File: config.mk
export PLATFORM = sky130hd
export DESIGN_NAME = tdm_demux4
export DESIGN_NICKNAME = d
export VERILOG_FILES = /design/src/rtl/tdm_demux4.sv
export SDC_FILE = /design/constraint.sdc
export NUM_CORES = 1
export LEC_CHECK = 0
export ABC_AREA = 1
export BUFFER_PORTS_ARGS = -buffer_cell sky130_fd_sc_hd__buf_4
export CAP_MARGIN = 20
export CORE_UTILIZATION = 52
export DETAILED_ROUTE_END_ITERATION = 7
export PLACE_DENSITY = 0.78
export SYNTH_ARGS = -nofsm -noshare
export SYNTH_HDL_FRONTEND = slang
export SYNTH_SLANG_ARGS = --single-unit
File: constraint.sdc
create_clock -name clk -period 1.47 [get_ports clk]
set_input_delay 0.294 -clock clk [delete_from_list [all_inputs] [get_ports clk]]
set_output_delay 0.294 -clock clk [all_outputs]
set_load 0.01 [all_outputs]
File: src/rtl/tdm_demux4.sv
//----------------------------------------------------------------------------
// tdm_demux4 : serial 4-channel TDM demultiplexer with frame-sync tracking.
// Optional build macro TDM_DEMUX_PARITY_EN adds a 5th even-parity slot.
// Revision: 1.0
//----------------------------------------------------------------------------
`default_nettype none

module tdm_demux4 #(
  parameter int SYNC_LOSS = 2
) (
  input  logic clk,
  input  logic rst,
  input  logic i,
  input  logic ivalid,
  input  logic fsync,
  output logic y0,
  output logic y1,
  output logic y2,
  output logic y3,
  output logic s1,
  output logic s0,
  output logic frame_valid,
  output logic sync_err,
  output logic parity_err,
  output logic locked
);

`ifdef TDM_DEMUX_PARITY_EN
  localparam int                 CNT_W     = 3;
  localparam logic [CNT_W-1:0]   LAST_SLOT = 3'd4;
`else
  localparam int                 CNT_W     = 2;
  localparam logic [CNT_W-1:0]   LAST_SLOT = 2'd3;
`endif

  localparam logic [2:0] LOSS = 3'(SYNC_LOSS);
  localparam logic [0:0] HUNT = 1'b0;
  localparam logic [0:0] LOCK = 1'b1;

  logic [0:0]       state;
  logic [CNT_W-1:0] slot_cnt;
  logic [2:0]       err_cnt;
  logic [2:0]       err_inc;
  logic [3:0]       shadow;
  logic [3:0]       shadow_nxt;
  logic [3:0]       y;
  logic             frame_err;
  logic             loss;
  logic             parity_ok;

  // Shadow with the incoming bit merged at the current slot; slot 4 (parity) is not stored.
  always_comb begin
    shadow_nxt = shadow;
    for (int k = 0; k < 4; k++) begin
      if (slot_cnt == CNT_W'(k)) begin
        shadow_nxt[k] = i;
      end
    end
  end

  assign frame_err = (fsync && (slot_cnt != '0)) || (!fsync && (slot_cnt == '0));
  assign err_inc   = err_cnt + 3'd1;
  assign loss      = (err_inc == LOSS);

`ifdef TDM_DEMUX_PARITY_EN
  assign parity_ok = ~(^shadow ^ i);
`else
  assign parity_ok = 1'b1;
`endif

  always_ff @(posedge clk) begin
    if (rst) begin
      state       <= HUNT;
      slot_cnt    <= '0;
      err_cnt     <= '0;
      shadow      <= '0;
      y           <= '0;
      frame_valid <= 1'b0;
      sync_err    <= 1'b0;
`ifdef TDM_DEMUX_PARITY_EN
      parity_err  <= 1'b0;
`endif
    end else begin
      frame_valid <= 1'b0;
      sync_err    <= 1'b0;
`ifdef TDM_DEMUX_PARITY_EN
      parity_err  <= 1'b0;
`endif
      if (ivalid) begin
        if (state == HUNT) begin
          if (fsync) begin
            shadow   <= {3'b000, i};
            slot_cnt <= CNT_W'(1);
            state    <= LOCK;
          end
        end else if (frame_err) begin
          sync_err <= 1'b1;
          if (loss) begin
            state    <= HUNT;
            err_cnt  <= '0;
            slot_cnt <= '0;
            shadow   <= '0;
          end else begin
            err_cnt <= err_inc;
            // A misplaced fsync is trusted as the start of a fresh frame.
            if (fsync) begin
              shadow   <= {3'b000, i};
              slot_cnt <= CNT_W'(1);
            end else begin
              shadow   <= '0;
              slot_cnt <= '0;
            end
          end
        end else if (slot_cnt == LAST_SLOT) begin
          shadow   <= shadow_nxt;
          slot_cnt <= '0;
          if (parity_ok) begin
            y           <= shadow_nxt;
            frame_valid <= 1'b1;
            err_cnt     <= '0;
          end else begin
`ifdef TDM_DEMUX_PARITY_EN
            parity_err  <= 1'b1;
`endif
          end
        end else begin
          shadow   <= shadow_nxt;
          slot_cnt <= slot_cnt + CNT_W'(1);
        end
      end
    end
  end

`ifndef TDM_DEMUX_PARITY_EN
  assign parity_err = 1'b0;
`endif

  assign {y3, y2, y1, y0} = y;
  assign {s1, s0}         = slot_cnt[1:0];
  assign locked           = (state == LOCK);

endmodule

`default_nettype wire

==> results of run 1 <==
==> registers in the layout, summed over array words and instances (netlist names) <==
| name | count |
|---|---|
| err_cnt | 3 |
| frame_valid | 1 |
| locked | 1 |
| shadow | 3 |
| slot_cnt | 2 |
| sync_err | 1 |
| y | 4 |
==> repair_timing <==
item                                    4_1_cts  5_1_grt
endpoints found under the setup margin        0        3
resized for setup                             0        1
hold buffers                                  0        0
==> through the flow <==
stage,total power [uW],util
after floorplan,523,-
after global placement,580,0.699
after detailed placement,582,0.699
after CTS,812,0.719
after global routing,852,0.720
final,815,0.720
==> worst paths after layout <==
path,startpoint,endpoint,slack [ps],cells past startpoint
worst max register to register,slot_cnt[1]$_SDFFE_PP0P_,y[2]$_SDFFE_PP0P_,120,10
worst min register to register,shadow[2]$_SDFFE_PP0P_,shadow[2]$_SDFFE_PP0P_,480,2
worst max-delay path,slot_cnt[1]$_SDFFE_PP0P_,y[2]$_SDFFE_PP0P_,120,10
worst min-delay path,i,y[3]$_SDFFE_PP0P_,220,3
==> critical path, cell delays in order, from the launching register on <==
cell and delay, ps:
dfxtp_1 320, inv_1 80, ha_2 250, inv_2 50
nand2_2 100, nand2_4 80, nor2_8 120, nand2_4 90
nor2_8 100, nand2_1 60, nand2_1 50
==> power groups by stage <==
stage | Clock, uW | Combinational [uW] | Sequential (uW)
floorplan | 0 | 87.2 | 436
global placement | 0 | 146 | 434
detailed placement | 0 | 148 | 434
CTS | 239 | 149 | 424
global route | 258 | 168 | 426
finish | 239 | 151 | 424
==> cells in the mapped netlist <==
master / n
a21oi_1: 8
buf_4: 1
conb_1: 1
dfxtp_1: 15
ha_1: 6
inv_1: 14
inv_2: 3
nand2_1: 31
nand2_2: 2
nand2_4: 3
nand3_1: 12
nor2_1: 10
nor2_8: 2
nor3_1: 1
o21ai_0: 3
xnor2_1: 1
==> kinds of logic after synthesis <==
group | count (synthesis)
simple gates | 61
buf+inv | 18
flops | 15
compound gates | 11
fa+ha+maj | 6
xor+xnor | 1
other cells | 1
==> cell type report <==
cell class | count | area, um^2
Fill cell | 116 | 387
Sequential cell | 15 | 300
Multi-Input combinational cell | 80 | 450
Timing Repair Buffer | 18 | 135
Clock inverter | 1 | 5.00
Tap cell | 15 | 18.8
Inverter | 17 | 63.8
Clock buffer | 3 | 22.5
==> routing by layer <==
metal / track usage / vias up
li1: - / 396
met1: 0.249 / 341
met2: 0.322 / 25
met3: 0.0522 / 6
met4: 0.0903 / 0
met5: 0 / -
==> results.toml, run 1 <==
[layout]
area_growth_pct = 21.5
mostFrequentLayoutCells = "31 x nand2_1, 18 x buf_4, 15 x dfxtp_1"
final_nets = 146
n_antenna_cell = 0
layout_commonest_cell = "nand2_1"
fin_area_um2 = 996
layout-drive-gt1-share = 0.246
final_cell_count_no_fill = 149

[cts]
cts.root.buffer_cell = "clkbuf_4"
htreeDepth = 1
insertion_delay_ps = 280
clk_path_buf_depth = 2
clk_pin_slew_ps = 90
post_cts_buffers = 0
numClockSinks = 15
numCtsBuffers = 3
cts_tree = "done"

[timing]
period_needed_ps = 1350
timing.final.hold_violations = 0
fin_crit_sh = 0.917
max_freq_ghz = 0.742
rsz0062_at_grt = "false"
final-setup-viol-count = 0
skew_ps = 2.42
worst_hold_slack_ps = 224
finalSetupTns_ps = 0
slew_viol_final = 0
layout_setup_ws_ps = 122

[route]
drt-initial-drc-count = 14
dr_wl_met2_um = 745
vias = 768
wl_met1_um = 711
wire_per_inst_um = 10.6
drt_wl_total_um = 1590
drcViolationCount = 0
top_layer = "met4"
drt_pre_antenna_iters = 4
drtAntennaViolNets = 0
wl_met3_um = 97
vias_per_cell = 5.15

[global_routing]
grt_pass1_wl_um = 2730
antenna_found_initial = 0
grt_pass1_vias = 690
grt.total_usage = 0.200
grt_max_degree = 11
gr-total-overflow = 0

[placed_design]
placed_cell_area_um2 = 966
pre_cts_ws_ps = 118
gp_congestion = 0.942
dpl.hpwl_um = 1250
dpl.cell_count = 145
port_buffers = 13

[power_and_ir_drop]
p_seq_frac = 0.521
netSwitchingPower_uw = 233
powerDensity_mw_per_mm2 = 818
total_leakage_power_uw = 0.000553
p_sw_frac = 0.287
clkPwrFrac = 0.293
internal_power_uw = 581
p_comb_frac = 0.186
ir_worst_vdd_mv = 0.501

[yosys]
syn_inst = 113
synth_simple_gate_area_frac = 0.373
synth_fa_ha_area_frac = 0.0916
synth.distinct_cells = 16
ys_seq_area_frac = 0.366
synth-seq-cells = 15
synth_compound_area_frac = 0.0672
synth_top_family_by_area = "simple AND/OR/NAND/NOR gates"
syn-num-nets = 124
synth_xor_area_frac = 0.0107
yosysWarnings = 0
avgSynthCellArea_um2 = 7.25
synth.area.mux_share = 0
yosysTopAreaCellShare = 0.366
syn_area_um2 = 820
synth.area.top_cells = "dfxtp_1 37%, nand2_1 14%, ha_1 9.2%, nand3_1 7.3%, inv_1 6.4%"
synth_area_leader_cell = "dfxtp_1"

[floorplan]
fp.dieH_um = 41.7
core_area_mm2 = 0.00138
die-area_mm2 = 0.00174
start_util = 0.593
die_x_um = 41.7
io_pins = 15
row_count = 13

[min_path]
hp-class = "input port to flop"

[critical_path]
arrival_ps = 1590
worstPathMaxFanout = 6
criticalPathCategory = "flop to flop"
worstPathRequired_ps = 1710
critPathCaptureType = "flop"
start_kind = "flop"

[job]
cap_violations = 0

[status]
status = "complete, no violations"
No activity file was read; power rests on OpenSTA's default activity.
==> run 2, diff against run 1 <==
RECOVER_POWER = 25   (was unset)
SLEW_MARGIN = 20   (was unset)
==> run 2 against run 1 <==
Effect of this change:
- clock power barely moved
- via count fell by 0.13%
- critical path type unchanged
- sequential power barely moved
==> results.toml, run 2 (synthesis gave the netlist of run 1 again) <==
[layout]
final_cell_count_no_fill = 149
layout_commonest_cell = "nand2_1"
reg_top3 = "y: 4 flops, err_cnt: 3 flops, shadow: 3 flops"
n_antenna_cell = 0
mostFrequentLayoutCells = "31 x nand2_1, 15 x dfxtp_1, 14 x inv_1"
final_nets = 146
largest_register_ff_count = 4
layout-drive-gt1-share = 0.201
largest_register = "y"
utilization = 0.704
area_growth_pct = 18.8

[global_routing]
antenna_found_initial = 0
grt_util_met1 = 0.249
grt_pass1_vias = 690
grt_max_degree = 11
gr-total-overflow = 0
top_usage_layer = "met2"
grt.met2_usage = 0.322
grt_pass1_wl_um = 2730
grt.total_usage = 0.200
grtUsageMet3 = 0.0522

[job]
cap_violations = 0

[floorplan]
fp.dieH_um = 41.7
die_x_um = 41.7
die-area_mm2 = 0.00174
row_count = 13
start_util = 0.593
io_pins = 15
core_area_mm2 = 0.00138

[timing]
slew_viol_final = 0
timing.final.hold_violations = 0
max_freq_ghz = 0.742
layout_setup_ws_ps = 123
skew_ps = 2.35
final-setup-viol-count = 0
finalSetupTns_ps = 0
period_needed_ps = 1350
fin_crit_sh = 0.917
rsz0062_at_grt = "false"
worst_hold_slack_ps = 222

[cts]
cts_tree = "done"
post_cts_buffers = 0
clk_pin_slew_ps = 90
insertion_delay_ps = 280
htreeDepth = 1
numClockSinks = 15
clk_path_buf_depth = 2
cts.root.buffer_cell = "clkbuf_4"
numCtsBuffers = 3

[route]
vias = 767
vias_per_cell = 5.15
drcViolationCount = 0
drt_pre_antenna_iters = 4
drtAntennaViolNets = 0
drt-initial-drc-count = 14
drt_wl_total_um = 1590
wire_per_inst_um = 10.7

[critical_path]
criticalPathCategory = "flop to flop"
critPathCaptureType = "flop"
worstRegToRegCells = 10
worstPathRequired_ps = 1710
rrSetupSlack_ps = 120
rr_endpoint = "y[2]$_SDFFE_PP0P_"
arrival_ps = 1590
start_kind = "flop"
reg2reg_from = "slot_cnt[1]$_SDFFE_PP0P_"
worstPathMaxFanout = 6

[power_and_ir_drop]
netSwitchingPower_uw = 234
powerDensity_mw_per_mm2 = 837
total_leakage_power_uw = 0.000527
p_comb_frac = 0.185
p_sw_frac = 0.287
ir_worst_vdd_mv = 0.501
p_seq_frac = 0.521
clkPwrFrac = 0.293
internal_power_uw = 581

[min_path]
hp-class = "input port to flop"
hold_depth = 3
hp-start = "i"
min_to = "y[3]$_SDFFE_PP0P_"

[placed_design]
dpl.hpwl_um = 1250
dpl.cell_count = 145
gp_congestion = 0.942
port_buffers = 13
pre_cts_ws_ps = 118

[status]
status = "complete, no violations"
[run 2: cell count changes in the layout (fill, tap and decap cells not counted)]
cell and delta:
buf_4 -6, clkbuf_1 +6
[run 2: how the worst max path moves through the flow]
stage                                   from  slack (ps)                       to  cells past startpoint
floorplan           slot_cnt[1]$_SDFFE_PP0P_          90        y[1]$_SDFFE_PP0P_                      9
finish              slot_cnt[1]$_SDFFE_PP0P_         120        y[2]$_SDFFE_PP0P_                     10
global placement    slot_cnt[1]$_SDFFE_PP0P_         150  err_cnt[1]$_SDFFE_PP0P_                      9
global route        slot_cnt[0]$_SDFFE_PP0P_           2        y[1]$_SDFFE_PP0P_                     10
detailed placement  slot_cnt[1]$_SDFFE_PP0P_         120        y[2]$_SDFFE_PP0P_                     10
CTS                 slot_cnt[1]$_SDFFE_PP0P_          90        y[2]$_SDFFE_PP0P_                     10
[run 2: metal layers]
layer	vias to the layer above	share of wire	wire length [um]
met5	-	0	0
met3	6	0.066	105
met1	339	0.44	706
met2	25	0.47	745
li1	397	-	-
met4	0	0.019	30
[run 2: timing repair]
item,CTS,global route
hold buffers,0,0
resized for setup,0,1
setup endpoints to repair,0,3
[run 2: metrics by stage]
step                instance area, um^2  power [uW]
finish                              973         815
global route                        973         851
CTS                                 993         812
detailed placement                  966         582
global placement                    966         580
floorplan                           820         523
[run 2: power groups by stage]
stage	clock, uW	sequential (uW)	combinational [uW]
after floorplan	0	436	87.2
after global placement	0	434	146
after detailed placement	0	434	148
after CTS	239	424	149
after global routing	258	426	167
final	239	424	151
[run 2: layout make-up]
class / instances / area [um^2]
clock inverters: 1 / 5.00
clock buffers: 3 / 22.5
flip-flops and latches: 15 / 300
multi-input cells: 80 / 450
well taps: 15 / 18.8
inverters: 17 / 63.8
repair buffers: 18 / 113
fillers: 119 / 409
[run 2: worst max-delay path, cell delays in order (launching register included)]
cell and delay [ps]:
dfxtp_1 320, inv_1 80, ha_2 250, inv_2 50, nand2_2 100, nand2_4 80
nor2_8 120, nand2_4 90, nor2_8 100, nand2_1 60, nand2_1 50
